**src/rtl/cpu_multicycle.sv**
```systemverilog
// Multicycle 16-bit-ISA CPU: FETCH/DECODE/EXEC/MEM/WB sequencer over a WIDTH-bit datapath,
// with an external combinational instruction ROM and a req/ready data-memory port.
`timescale 1ns/1ps
module cpu_multicycle #(
   parameter int WIDTH  = 16,
   parameter int PC_W   = 9,
   parameter int ADDR_W = 9
) (
   input  logic              clock,
   input  logic              reset,
   output logic [PC_W-1:0]   imem_addr,
   input  logic [15:0]       imem_data,
   output logic              mem_req,
   output logic              mem_we,
   output logic [ADDR_W-1:0] mem_addr,
   output logic [WIDTH-1:0]  mem_wdata,
   input  logic [WIDTH-1:0]  mem_rdata,
   input  logic              mem_ready,
   output logic [15:0]       instr_reg,
   output logic [WIDTH-1:0]  write_data,
   output logic              retire,
   output logic              halted
);

   typedef enum logic [2:0] {FETCH, DECODE, EXEC, MEM, WB, HALTED} stateT;

   stateT                 state;
   logic [PC_W-1:0]       pc;
   logic [3:0][WIDTH-1:0] regFile;
   logic [WIDTH-1:0]      aReg, bReg, aluOut, mdr;

   logic [3:0]       op;
   logic [1:0]       rs, rt, rd, dest;
   logic [WIDTH-1:0] immW, aluRes, wbVal;
   logic [PC_W-1:0]  immPc;
   logic             isBranch, isNop, isLoad, isStore, takeBranch;

   assign op       = instr_reg[15:12];
   assign rs       = instr_reg[11:10];
   assign rt       = instr_reg[9:8];
   assign rd       = instr_reg[7:6];
   assign immW     = WIDTH'($signed(instr_reg[7:0]));
   assign immPc    = PC_W'($signed(instr_reg[7:0]));
   assign isBranch = (op == 4'h8) || (op == 4'h9);
   assign isNop    = (op >= 4'hA) && (op <= 4'hE);
   assign isLoad   = (op == 4'h5);
   assign isStore  = (op == 4'h6);
   assign takeBranch = ((op == 4'h8) && (aReg == bReg)) || ((op == 4'h9) && (aReg != bReg));

   // addi and loads target rt; the three-register ops target rd
   assign dest  = (op == 4'h4 || isLoad) ? rt : rd;
   assign wbVal = isLoad ? mdr : aluOut;

   always_comb begin
      aluRes = '0;
      case (op)
         4'h0:                aluRes = aReg + bReg;
         4'h1, 4'h8, 4'h9:    aluRes = aReg - bReg;
         4'h2:                aluRes = aReg & bReg;
         4'h3:                aluRes = aReg | bReg;
         4'h4, 4'h5, 4'h6:    aluRes = aReg + immW;
         4'h7:                aluRes = ($signed(aReg) < $signed(bReg)) ? WIDTH'(1) : '0;
         default:             aluRes = '0;
      endcase
   end

   // Memory port is a pure decode of the state register, so an async reset drops it at once
   assign mem_req   = (state == MEM);
   assign mem_we    = mem_req && isStore;
   assign mem_addr  = ADDR_W'(aluOut);
   assign mem_wdata = bReg;
   assign imem_addr = pc;

   always_ff @(posedge clock or posedge reset) begin
      if (reset) begin
         state      <= FETCH;
         pc         <= '0;
         instr_reg  <= '0;
         regFile    <= '0;
         aReg       <= '0;
         bReg       <= '0;
         aluOut     <= '0;
         mdr        <= '0;
         write_data <= '0;
         retire     <= 1'b0;
         halted     <= 1'b0;
      end else begin
         retire <= 1'b0;
         unique case (state)
            FETCH: begin
               instr_reg <= imem_data;
               pc        <= pc + PC_W'(1);
               state     <= DECODE;
            end
            DECODE: begin
               aReg <= regFile[rs];
               bReg <= regFile[rt];
               if (op == 4'hF) begin
                  state  <= HALTED;
                  retire <= 1'b1;
                  halted <= 1'b1;
               end else begin
                  state <= EXEC;
               end
            end
            EXEC: begin
               aluOut <= aluRes;
               if (isBranch || isNop) begin
                  if (takeBranch) pc <= immPc;
                  retire <= 1'b1;
                  state  <= FETCH;
               end else if (isLoad || isStore) begin
                  state <= MEM;
               end else begin
                  state <= WB;
               end
            end
            MEM: begin
               if (mem_ready) begin
                  if (isLoad) begin
                     mdr   <= mem_rdata;
                     state <= WB;
                  end else begin
                     retire <= 1'b1;
                     state  <= FETCH;
                  end
               end
            end
            WB: begin
               regFile[dest] <= wbVal;
               write_data    <= wbVal;
               retire        <= 1'b1;
               state         <= FETCH;
            end
            HALTED: state <= HALTED;
            default: state <= FETCH;
         endcase
      end
   end

endmodule

```
**config.mk**
```make
export PLATFORM = sky130hd
export DESIGN_NAME = cpu_multicycle
export DESIGN_NICKNAME = d
export VERILOG_FILES = /design/src/rtl/cpu_multicycle.sv
export SDC_FILE = /design/constraint.sdc
export NUM_CORES = 1
export LEC_CHECK = 0
export ABC_AREA = 1
export BUFFER_PORTS_ARGS = -buffer_cell sky130_fd_sc_hd__buf_2
export CORE_ASPECT_RATIO = 0.9
export CORE_MARGIN = 3
export CORE_UTILIZATION = 45
export CTS_CLUSTER_SIZE = 24
export DETAILED_ROUTE_END_ITERATION = 16
export GPL_ROUTABILITY_DRIVEN = 0
export GPL_TIMING_DRIVEN = 1
export PLACE_DENSITY = 0.67
export SLEW_MARGIN = 5
export SYNTH_ARGS = -nofsm -noshare
export SYNTH_HDL_FRONTEND = slang
export SYNTH_SLANG_ARGS = --single-unit
export TNS_END_PERCENT = 20
```
**constraint.sdc**
```tcl
create_clock -name clock -period 13.7 [get_ports clock]
set_input_delay 2.055 -clock clock [delete_from_list [all_inputs] [get_ports clock]]
set_output_delay 2.055 -clock clock [all_outputs]
set_load 0.01 [all_outputs]
```
# After elaboration in Yosys (flattened, before gate mapping)
# Cells that the tools add are included.
[word_totals]
register_bits = 174
input_bits = 35
output_inout_bits = 70
wordCells = 90
[op_classes]
add_sub_neg = 4
n_lt_le_gt_ge = 7
n_eq_ne = 20
mux = 25
n_bitwise = 2
n_reduce_logical = 18
[ops]
columns = ["op", "n"]
rows = [
  ["$pmux W16 S6", 1],
  ["$bmux W16 S2", 2],
  ["$bwmux W64", 1],
  ["$mux W16", 4],
  ["$add A16 B16 Y16", 2],
  ["$demux W16 S2", 1],
  ["$mux W9", 2],
  ["$pmux W9 S2", 1],
  ["$and A16 B16 Y16", 1],
  ["$eq A16 B16 Y1", 1],
  ["$eq A4 B3 Y1 const B", 4],
  ["$lt A16 B16 Y1", 1],
  ["$ne A16 B16 Y1", 1],
  ["$or A16 B16 Y16", 1],
  ["$sub A16 B16 Y16", 1],
  ["$mux W3", 5],
  ["$pmux W3 S5", 1],
  ["$eq A4 B4 Y1 const B", 3],
  ["$add A9 B1 Y9 const B", 1],
  ["$lt A2 B3 Y1 const B", 3],
  ["$eq A4 B2 Y1 const B", 2],
  ["$eq A3 B2 Y1 const B", 2],
  ["$eq A3 B3 Y1 const B", 2],
  ["$reduce_and A3 Y1", 2],
  ["17 further kinds", 31],
]

# Depth between registers and ports, before layout
[logic_depth]
word_depth = 8
mapped_depth = 19
mapped_depth_nobuf = 19

# Worst setup path after synthesis
# No wires, ideal clock.
[synth_path]
path_kind = "reg-to-output"
from = "register instr_reg[15]"
to = "output mem_we"
arrival_ns = 1.139
required_ns = 11.645
setup_slack_ns = 10.506
stages_incl_launch_ff = 4
path_buffers = 0
cell_sequence = "dfrtp_1 inv_1 nand2_1 nor4_1"
[synth_via]
elab_chain_len = 2
[synth_lines]
columns = ["element", "line_no", "text"]
rows = [
  ["start: declaration", "19", "output logic [15:0] instr_reg,"],
  ["start signal: assignment", "91", "instr_reg <= imem_data;"],
  ["$eq A4 B3 Y1", "47", "assign isStore = (op == 4'h6);"],
  ["$logic_and A1 B1 Y1", "69", "assign mem_we = mem_req && isStore;"],
  ["end: declaration", "14", "output logic mem_we,"],
]
# No other way between the ends.

# Final worst setup path
[layout_path]
from = "register instr_reg[9]"
to = "output instr_reg[9]"
# No word-level cell between the ends.

==> flow_summary_export.csv <==
group,metric,value,unit
route,ant_nets,0,
sta,tns,0,ns
route,vias,10110,
status,outcome,"finished clean",
sta,final_max_slew_viol_count,0,
synth,synth_area_per_cell,7.358,µm²
power,p_total,0.003140,W
critical_path,critPathSlowestCell,"dfrtp_1",
cts,htreeDepth,4,
synth,synth_warnings,0,
cells_and_area,fin_cells,1876,
floorplan,start_util,46.40,%
cts,clk_pin_slew,0.07,ns
floorplan,die_area,26400,µm²
route,drt_iter0_markers,826,
cells_and_area,final_cell_mix,"nand2_1, o21ai_0, inv_1, dfrtp_1, buf_2",
cts,cts_tree,"done",
floorplan,ioPinCount,105,
critical_path,cp_max_fo,21,
synth,ys_types,40,
cells_and_area,layout.cells.most_common,"nand2_1",
critical_path,cp-end-kind,"primary output",
cts,cts_buffer_depth,2,
floorplan,die_height,154.4,µm
power,powerDensity,255.8,nW/µm²
cells_and_area,diodes,0,
sta,period_share,27.12,%
critical_path,cp_data_required_time,11.64,ns
placed_design,hpwl,23070,µm
grt,grt_pass1_vias,9371,
synth,synth-main-ff-cell,"dfrtp_1",
sta,setup_viol,0,
grt,grt-ovfl-total,0,
critical_path,cp_cell_sequence,"buf_2",
route,first_pass_iters,5,
cts,cts_setup_buffers,0,
critical_path,crit_type,"reg2out",
synth,synth_nets,1600,
sta,relSlewSlack,18.76,%
critical_path,worst_ep_arrival_time,1.66,ns
synth,ys_seq_elements,174,
critical_path,path_buf_inv,1,
critical_path,cpLargestDelayFamily,"flip-flops",
route,totalWireLength,32280,µm
cells_and_area,drive_gt1_share,12.71,%
cts,post_cts_resized,0,
min_path,holdCritPathClass,"reg2reg",
cts,cts_hold_buf,0,
sta,worstMarginPinSlew,1.215,ns
cts,cts_buffers,17,
route,wl_per_cell,17.21,µm
flow_run,maxCapViolations,0,
sta,rsz0062_at_grt,"no",
grt,grt_pass1_wl,51200,µm
grt,grt_max_degree,106,
sta,max_freq,0.2692,GHz
cells_and_area,syn_to_final_growth,11.42,%
cells_and_area,layout.nets,1664,
critical_path,critPathLaunchType,"flop",
cells_and_area,utilization,51.70,%
cts,clock_latency,0.44,ns
route,drc,0,
grt,antenna_found_initial,1,
synth,synth_edf_count,0,
floorplan,placeableCoreArea,23740,µm²
synth,syn-cell-area,11020,µm²
placed_design,dpl-instance-area,11680,µm²
power,leakagePower,6.370,nW
synth,synth-seq-area-share,39.53,%
cells_and_area,fin_area,12270,µm²
cells_and_area,regMostFlops,"regFile",
sta,finalHoldViolations,0,
cts,numClockSinks,174,
route,avgViaCountPerCell,5.389,
sta,fin_crit,3.715,ns
sta,skew,0.01630,ns
floorplan,num_rows,53,
synth,synthArstFlopShare,100.0,%
placed_design,placed_cells,1844,
cells_and_area,largest_reg_flops,64,
floorplan,die_x,170.9,µm
cts,cts-root-buf,"clkbuf_16",
power,peakVddDrop,0.0001102,V
critical_path,cp_slowest_stage_delay,0.95,ns
placed_design,numPortBuffers,104,
grt,grt_usage,24.67,%
synth,netlist_instances,1497,
cell usage after synthesis (2+ instances only):
| cell | number | area share [%] |
|---|---|---|
| buf_1 | 2 | 0.068 |
| fa_1 | 2 | 0.36 |
| o211ai_1 | 3 | 0.20 |
| nor2_4 | 2 | 0.20 |
| o21bai_1 | 3 | 0.20 |
| buf_2 | 10 | 0.45 |
| o2111ai_1 | 2 | 0.16 |
| mux2_1 | 3 | 0.31 |
| and2_1 | 3 | 0.17 |
| nand3b_1 | 6 | 0.41 |
| nor2_1 | 83 | 2.8 |
| o21ai_4 | 2 | 0.30 |
| xor2_1 | 3 | 0.24 |
| nand3_1 | 69 | 3.1 |
| nor3_1 | 7 | 0.32 |
| clkbuf_1 | 42 | 1.4 |
| inv_1 | 205 | 7.0 |
| a31oi_1 | 27 | 1.5 |
| a21oi_1 | 83 | 3.8 |
| nor3_2 | 2 | 0.18 |
| dfrtp_1 | 174 | 40 |
| o22ai_1 | 2 | 0.11 |
| nand2_2 | 2 | 0.11 |
| nor3_4 | 3 | 0.44 |
| or2_2 | 8 | 0.45 |
| buf_4 | 12 | 0.82 |
| nand2_1 | 402 | 14 |
| nand4_1 | 7 | 0.40 |
| ha_1 | 66 | 7.5 |
| nor4_1 | 2 | 0.11 |
| o21ai_1 | 2 | 0.091 |
| inv_2 | 5 | 0.17 |
| mux2_2 | 30 | 3.1 |
| o21ai_0 | 217 | 9.9 |
where the power goes:
| group | internal, W | total [W] | switching, W |
|---|---|---|---|
| clock | 0.000272 | 0.000496 | 0.000225 |
| sequential | 0.000717 | 0.000896 | 0.000180 |
| combinational | 0.000564 | 0.00175 | 0.00118 |
layout make-up:
cell class / instances / area (µm²)
Timing Repair Buffer: 111 / 573.1
Clock inverter: 11 / 120.1
Multi-Input combinational cell: 1046 / 5580
Inverter: 211 / 797.0
Fill cell: 2322 / 11470
Clock buffer: 21 / 470.5
Sequential cell: 174 / 4354
Tap cell: 302 / 377.9
metal layers:
layer | vias to the layer above | wire (µm) | GRT usage [%] | part of all wire [%]
met5 | - | 8 | 0 | 0.025
met4 | 2 | 361 | 5.249 | 1.1
met3 | 28 | 2597 | 5.469 | 8.0
met2 | 361 | 14280 | 37.27 | 44
met1 | 4754 | 15040 | 36.49 | 47
li1 | 4965 | - | - | -
worst paths after layout:
check / slack (ns) / startpoint / cells after the start / to
worst max-delay path: 9.98 / instr_reg[9] / 1 / instr_reg[9]
worst min-delay path: 0.49 / halted / 1 / halted
worst max register to register: 10.14 / state[2] / 5 / regFile[7]
worst min register to register: 0.49 / halted / 1 / halted
max in group asynchronous: 10.37 / reset / 3 / regFile[0]
min in group asynchronous: 1.82 / reset / 2 / mdr[6]
stage by stage:
step                      worst slack (ns)  hold slack, ns
after floorplan                      6.928          0.4492
after global placement               9.829          0.4540
after detailed placement             9.820          0.4580
after CTS                            9.992          0.4830
after global routing                 9.814          0.5090
final                                9.985          0.4854
cell families (layout without fill, tap and decap cells):
kind of cell / after synthesis / after routing / synth area share [%]
adders and majority gates: 68 / 68 / 7.860
DFF: 174 / 174 / 39.53
xor gates and xnor gates: 3 / 3 / 0.2386
and+or+nand+nor: 598 / 598 / 22.58
buffers and inverters: 277 / 354 / 9.961
AOI/OAI and AO/OA: 344 / 344 / 16.46
muxes: 33 / 33 / 3.373
No activity file was read; power rests on OpenSTA's default activity.
